[config.mk]
export PLATFORM = sky130hd
export DESIGN_NAME = ysyx_220066_mul_ctrl
export DESIGN_NICKNAME = d
export VERILOG_FILES = /design/src/rtl/ysyx_220066_mul_ctrl.sv
export SDC_FILE = /design/constraint.sdc
export NUM_CORES = 1
export LEC_CHECK = 0
export ABC_AREA = 1
export CAP_MARGIN = 0
export CORE_AREA = 2 2 178 180
export CTS_BUF_LIST = sky130_fd_sc_hd__clkbuf_16
export DETAILED_ROUTE_END_ITERATION = 7
export DIE_AREA = 0 0 180 182
export SLEW_MARGIN = 20
export SYNTH_ARGS = -nofsm -noshare
export SYNTH_HDL_FRONTEND = slang
export SYNTH_SLANG_ARGS = --single-unit
[constraint.sdc]
create_clock -name clk -period 1.4 [get_ports clk]
set_clock_uncertainty 0.2 [all_clocks]
set_input_delay 0.28 -clock clk [delete_from_list [all_inputs] [get_ports clk]]
set_output_delay 0.28 -clock clk [all_outputs]
set_load 0.005 [all_outputs]
[src/rtl/ysyx_220066_mul_ctrl.sv]
// ysyx_220066_mul_ctrl
// Issue/collect controller that sits in front of the Booth/Wallace multiplier.
// It accepts one multiply, holds the operands and signedness stable for the
// datapath latency, then picks and extends the right half of the 128-bit
// product and returns it to writeback.

module ysyx_220066_mul_ctrl #(
    parameter int MUL_LAT = 2
) (
    input  logic         clk,
    input  logic         rst_n,
    input  logic         flush,
    input  logic         in_valid,
    output logic         in_ready,
    input  logic [2:0]   in_funct3,
    input  logic         in_word,
    input  logic [63:0]  in_rs1,
    input  logic [63:0]  in_rs2,
    output logic [63:0]  mul_rs1,
    output logic [63:0]  mul_rs2,
    output logic [1:0]   mul_sign,
    input  logic [127:0] mul_result,
    output logic         out_valid,
    input  logic         out_ready,
    output logic [63:0]  out_data
);

    localparam int CNT_W = (MUL_LAT > 1) ? $clog2(MUL_LAT) : 1;
    localparam logic [CNT_W-1:0] CNT_LAST = CNT_W'(MUL_LAT - 1);

    typedef enum logic [1:0] {
        IDLE = 2'd0,
        BUSY = 2'd1,
        DONE = 2'd2
    } state_t;

    // How the finished product is turned into the 64-bit result.
    typedef enum logic [1:0] {
        SEL_LO   = 2'd0,
        SEL_HI   = 2'd1,
        SEL_WORD = 2'd2,
        SEL_ZERO = 2'd3
    } sel_t;

    state_t          state;
    state_t          next_state;
    logic [CNT_W-1:0] cnt;
    sel_t            sel;

    sel_t            dec_sel;
    logic [1:0]      dec_sign;
    logic [63:0]     dec_rs1;
    logic [63:0]     dec_rs2;

    logic            accept;
    logic            last;

    assign in_ready  = (state == IDLE);
    assign out_valid = (state == DONE);
    assign accept    = (state == IDLE) && in_valid && !flush;
    assign last      = (state == BUSY) && (cnt == CNT_LAST);

    // Decode funct3/word into signedness, result selection and operand form.
    // Illegal encodings still run through the datapath but yield zero.
    always_comb begin
        dec_sel  = SEL_ZERO;
        dec_sign = 2'b00;
        dec_rs1  = in_rs1;
        dec_rs2  = in_rs2;
        if (in_word) begin
            dec_rs1 = {{32{in_rs1[31]}}, in_rs1[31:0]};
            dec_rs2 = {{32{in_rs2[31]}}, in_rs2[31:0]};
            if (in_funct3 == 3'd0) begin
                dec_sel  = SEL_WORD;
                dec_sign = 2'b11;
            end
        end else begin
            case (in_funct3)
                3'd0: begin
                    dec_sel  = SEL_LO;
                    dec_sign = 2'b11;
                end
                3'd1: begin
                    dec_sel  = SEL_HI;
                    dec_sign = 2'b11;
                end
                3'd2: begin
                    dec_sel  = SEL_HI;
                    dec_sign = 2'b10;
                end
                3'd3: begin
                    dec_sel  = SEL_HI;
                    dec_sign = 2'b00;
                end
                default: begin
                    dec_sel  = SEL_ZERO;
                    dec_sign = 2'b00;
                end
            endcase
        end
    end

    // State register.
    always_ff @(posedge clk or negedge rst_n) begin
        if (!rst_n) begin
            state <= IDLE;
        end else begin
            state <= next_state;
        end
    end

    // Next-state logic; flush overrides every other transition.
    always_comb begin
        next_state = state;
        if (flush) begin
            next_state = IDLE;
        end else begin
            case (state)
                IDLE:    if (in_valid)  next_state = BUSY;
                BUSY:    if (last)      next_state = DONE;
                DONE:    if (out_ready) next_state = IDLE;
                default: next_state = IDLE;
            endcase
        end
    end

    // Latency counter: restarts on accept and counts the busy cycles.
    always_ff @(posedge clk or negedge rst_n) begin
        if (!rst_n) begin
            cnt <= '0;
        end else if (flush || accept || last) begin
            cnt <= '0;
        end else if (state == BUSY) begin
            cnt <= cnt + CNT_W'(1);
        end
    end

    // Operand registers change only on accept, so the datapath never sees a mid-op change.
    always_ff @(posedge clk or negedge rst_n) begin
        if (!rst_n) begin
            mul_rs1  <= '0;
            mul_rs2  <= '0;
            mul_sign <= 2'b00;
            sel      <= SEL_LO;
        end else if (accept) begin
            mul_rs1  <= dec_rs1;
            mul_rs2  <= dec_rs2;
            mul_sign <= dec_sign;
            sel      <= dec_sel;
        end
    end

    // Capture the selected result on the final busy cycle and hold it through DONE.
    always_ff @(posedge clk or negedge rst_n) begin
        if (!rst_n) begin
            out_data <= '0;
        end else if (last && !flush) begin
            case (sel)
                SEL_LO:   out_data <= mul_result[63:0];
                SEL_HI:   out_data <= mul_result[127:64];
                SEL_WORD: out_data <= {{32{mul_result[31]}}, mul_result[31:0]};
                default:  out_data <= '0;
            endcase
        end
    end

endmodule

* Yosys cells after proc, flatten, opt, wreduce, memory -nomap -nowiden *
Index checks and enable logic that the tools add are counted.

word-level totals
  register bits after elaboration = 199
  logic and storage cells = 48

cells by class
  add/subtract/negate cells = 1
  eq/ne operators = 10
  mux-type cells = 16
  reductions and logical operators = 14

operators with widths
  kind                   count
  $pmux W64 S3           1
  $mux W64               2
  $mux W2                7
  $pmux W2 S2            2
  $eq A3 B2 Y1 const B   2
  $ne A3 B3 Y1 const B   2
  $pmux W2 S3            1
  $eq A2 B1 Y1 const B   2
  $eq A2 B2 Y1 const B   2
  $logic_and A1 B1 Y1    4
  $logic_not A2 Y1       2
  $eq A3 B1 Y1 const B   1
  $logic_not A3 Y1       1
  $mux W1                3
  $ne A3 B2 Y1 const B   1
  $reduce_and A3 Y1      1
  $reduce_or A3 Y1       1
  $logic_or A1 B1 Y1     2
  $reduce_bool A2 Y1     1
  $reduce_or A2 Y1       1
  $add A1 B1 Y1 const B  1
  $logic_not A1 Y1       1

* Longest topological paths before layout *
  depth in word-level cells = 6
  depth in mapped cells = 8

* Worst setup path before layout *
Ideal clock, no wire load.

  path type = register to register
  start point = register state[0]
  end point = register mul_rs2[32]
  arrival = 1,187 ps
  slack = -119 ps
  stages on the path, launching flop included = 8
  path buffers = 3
  clock period less this slack = 1,519 ps
  path through = dfrtp_1 > nor2_2 > nand3_1 > buf_4 > buf_6 > buf_4 > nand2_1 > o21ai_1

between the ends
  longest elaborated chain between the ends = 3

RTL lines
  item                               RTL line  source
  start: declaration                 45        state_t state;
  start signal: assignment           108       state <= next_state;
  $logic_not A2 Y1                   --
  named net in_ready                 14        output logic in_ready,
  $logic_and A1 B1 Y1 (2 in series)  60        assign accept = (state == IDLE) && in_valid && !flush;
  end signal: assignment             147       mul_rs2 <= dec_rs2;
  end: declaration                   20        output logic [63:0] mul_rs2,

The timed path passes the listed nets, and every way through them passes these cells.
A chain may end at the register's enable or synchronous reset.

* Worst setup path after layout *
  start point = register state[0]
  end point = register mul_rs2[21]

between the ends
  longest elaborated chain between the ends = 3

RTL lines
  item                               RTL line
  $logic_not A2 Y1                   60
  $logic_and A1 B1 Y1 (2 in series)  60

No other way between the ends.

==> results.json <==
{
  "status": "finished with violations",
  "failed_checks": "setup timing",
  "gp_congestion": 0.7757,
  "cts_max_path_buffers": 2,
  "clock_latency_ns": 0.43,
  "htreeDepth": 4,
  "first_pass_iters": 4,
  "crit_arrival_ns": 1.76,
  "rows": 65,
  "drt_iter0_markers": 476,
  "start_kind": "flip-flop",
  "finalCritPeriodShare_pct": 117.0,
  "core_area_um2": 30990,
  "antenna_left": 0,
  "dp_slack_ns": -0.4830,
  "whs_ns": 0.06020,
  "path_class": "reg2reg",
  "syn-num-nets": 1353,
  "p_per_area_nw_per_um2": 1339,
  "cts_root_buf": "clkbuf_16",
  "place_area_um2": 14350,
  "slew_headroom_pct": 77.33,
  "crit_required_ns": 1.52,
  "total_leakage_power_nw": 7.701,
  "dp_hpwl_mm": 23.80,
  "fmax_mhz": 610.3,
  "cp-end-kind": "flip-flop",
  "io_buffer_count": 460,
  "die_w_um": 180,
  "syn2layout_area_growth_pct": 66.94,
  "wl_per_cell_um": 16.73,
  "via_per_inst": 4.514,
  "initial_core_util_pct": 28.81,
  "drc_errors": 0,
  "synth_cells": 1088,
  "synth_cell_type_count": 18,
  "die_h_um": 182,
  "setup-violations-final": 394,
  "syn_avg_cell_area_um2": 8.205,
  "drt_wl_total_mm": 33.73,
  "yosysSeqAreaShare_pct": 55.78,
  "fillCellCount": 3077,
  "yosys_warnings": 0,
  "hold_viol": 0,
  "ios": 461,
  "finalPower_mw": 19.96,
  "track_usage_pct": 19.55,
  "worst_slew_pin_slew_ns": 0.3401,
  "final_cell_area_um2": 14900,
  "maxSlewViolCount": 0,
  "grt_pass1_vias": 9167,
  "drv_cap": 0,
  "ys_ff_latch": 199,
  "grt_pass1_wl_mm": 50.72,
  "ir_drop_mv": 0.5881,
  "rsz0062_at_grt": "yes",
  "grt_max_degree": 58,
  "vias": 9100,
  "cp_max_fo": 31,
  "setup_slack_ns": -0.2386,
  "tritoncts": "yes",
  "synth_area_um2": 8927,
  "clk_pin_slew_ns": 0.07,
  "hold_class": "in2async",
  "drive_gt1_share_pct": 24.36,
  "die_area_um2": 32760,
  "nets": 1866,
  "globalRouteOverflowTotal": 0,
  "antenna_found_initial": 1,
  "cts_buffers": 17,
  "period_needed_ns": 1.639,
  "clock-sinks": 199
}
cells by family after synthesis:
logic type / count (synthesis) / share of synthesized area, %
buf+inv: 151 / 8.535
compound gates: 201 / 11.52
simple gates: 537 / 24.16
flops: 199 / 55.78
power breakdown:
group          total (mW)  internal (mW)  switching [mW]
registers            8.17           7.26           0.908
logic                6.91           3.58            3.32
clock network        4.88           2.61            2.27
what timing repair did:
item | CTS | global route
gates cloned | 2 | 13
endpoints found under the hold margin | 199 | 0
endpoints found under the setup margin | 394 | 394
pin swaps | 2 | 10
resized for setup | 831 | 55
hold buffers | 1 | 0
setup buffers | 31 | 3
critical path, stage by stage, from the launching register on:
cell and delay [ns]:
dfrtp_2 0.45, nor2_4 0.11, buf_6 0.12, nand3_4 0.13, buf_12 0.20, buf_12 0.17, nand2_1 0.06, o21ai_1 0.07
stage by stage:
stage | utilization [%] | setup TNS [ns] | cells
3_5_place_dp | 46.30 | -84.61 | 1935
3_3_place_gp | 46.30 | -83.17 | 1935
2_1_floorplan | - | -15.48 | 1088
5_1_grt | 48.10 | -68.73 | 2016
4_1_cts | 46.45 | -48.80 | 1999
6_report | 48.10 | -44.67 | 2016
flip-flops by register name, summed over array words and instances (netlist names):
register	cells
state	2
out_data	64
cnt	1
mul_sign	2
mul_rs1	64
sel	2
mul_rs2	64
placed cells by master (no fill, tap or decap), drive strengths merged:
| master | netlist | layout |
|---|---|---|
| clkdlybuf4s50 | 0 | 263 |
| clkinv | 0 | 5 |
| dlygate4sd3 | 0 | 1 |
| clkbuf | 33 | 27 |
| bufinv | 0 | 2 |
| a21oi | 67 | 67 |
| clkinvlp | 0 | 1 |
| nand4 | 1 | 1 |
| buf | 43 | 295 |
| o21ai | 134 | 134 |
| nand2 | 429 | 429 |
| dfrtp | 199 | 199 |
| diode | 0 | 1 |
| inv | 75 | 81 |
| nand3 | 98 | 98 |
| clkdlybuf4s15 | 0 | 1 |
| nor3 | 2 | 2 |
| nor2 | 7 | 7 |
synthesized netlist by cell type:
library cell  instances  area [um2]
inv_2                 5       18.77
nand4_1               1       6.260
nor3_4                1       16.27
a21oi_1              67       335.3
inv_1                70       262.8
dfrtp_1             199        4980
buf_2                15       75.07
buf_4                 9       67.56
nor2_2                1       6.260
nor2_1                6       22.52
nor3_1                1       5.000
nand3_1              98       490.5
o21ai_1             127       635.6
buf_6                19       214.0
clkbuf_1             33       123.9
nand2_1             429        1610
o21ai_2               6       52.55
o21ai_0               1       5.000
worst paths after layout:
check / from / to / slack [ns] / cells after the start
max: state[0] / mul_rs2[21] / -0.24 / 7
min: rst_n / out_data[29] / 0.06 / 2
max reg2reg: state[0] / mul_rs2[21] / -0.24 / 7
min reg2reg: out_data[14] / out_data[14] / 0.28 / 2
max in group asynchronous: rst_n / state[0] / 0.32 / 4
min in group clk: in_rs2[4] / mul_rs2[4] / 0.17 / 3
cell type report:
type / instances / area [um2] / area share [%]
clock buffers: 17 / 425.4 / 2.855
multi-input cells: 738 / 3393 / 22.77
repair buffers: 570 / 5180 / 34.76
inverters: 75 / 281.5 / 1.889
clock inverters: 14 / 135.1 / 0.9067
diodes: 1 / 2.502 / 0.01679
well taps: 402 / 503.0 / 3.375
flip-flops and latches: 199 / 4982 / 33.43
per-layer routing:
metal  routed length (um)  vias to the layer above  global-route usage [%]
met1                13450                     4209                   23.47
met5                    0                        -                       0
met2                16850                      358                   33.52
li1                     -                     4496                       -
met3                 2703                       37                   6.037
met4                  719                        0                   6.146
No activity file was read; power rests on OpenSTA's default activity.
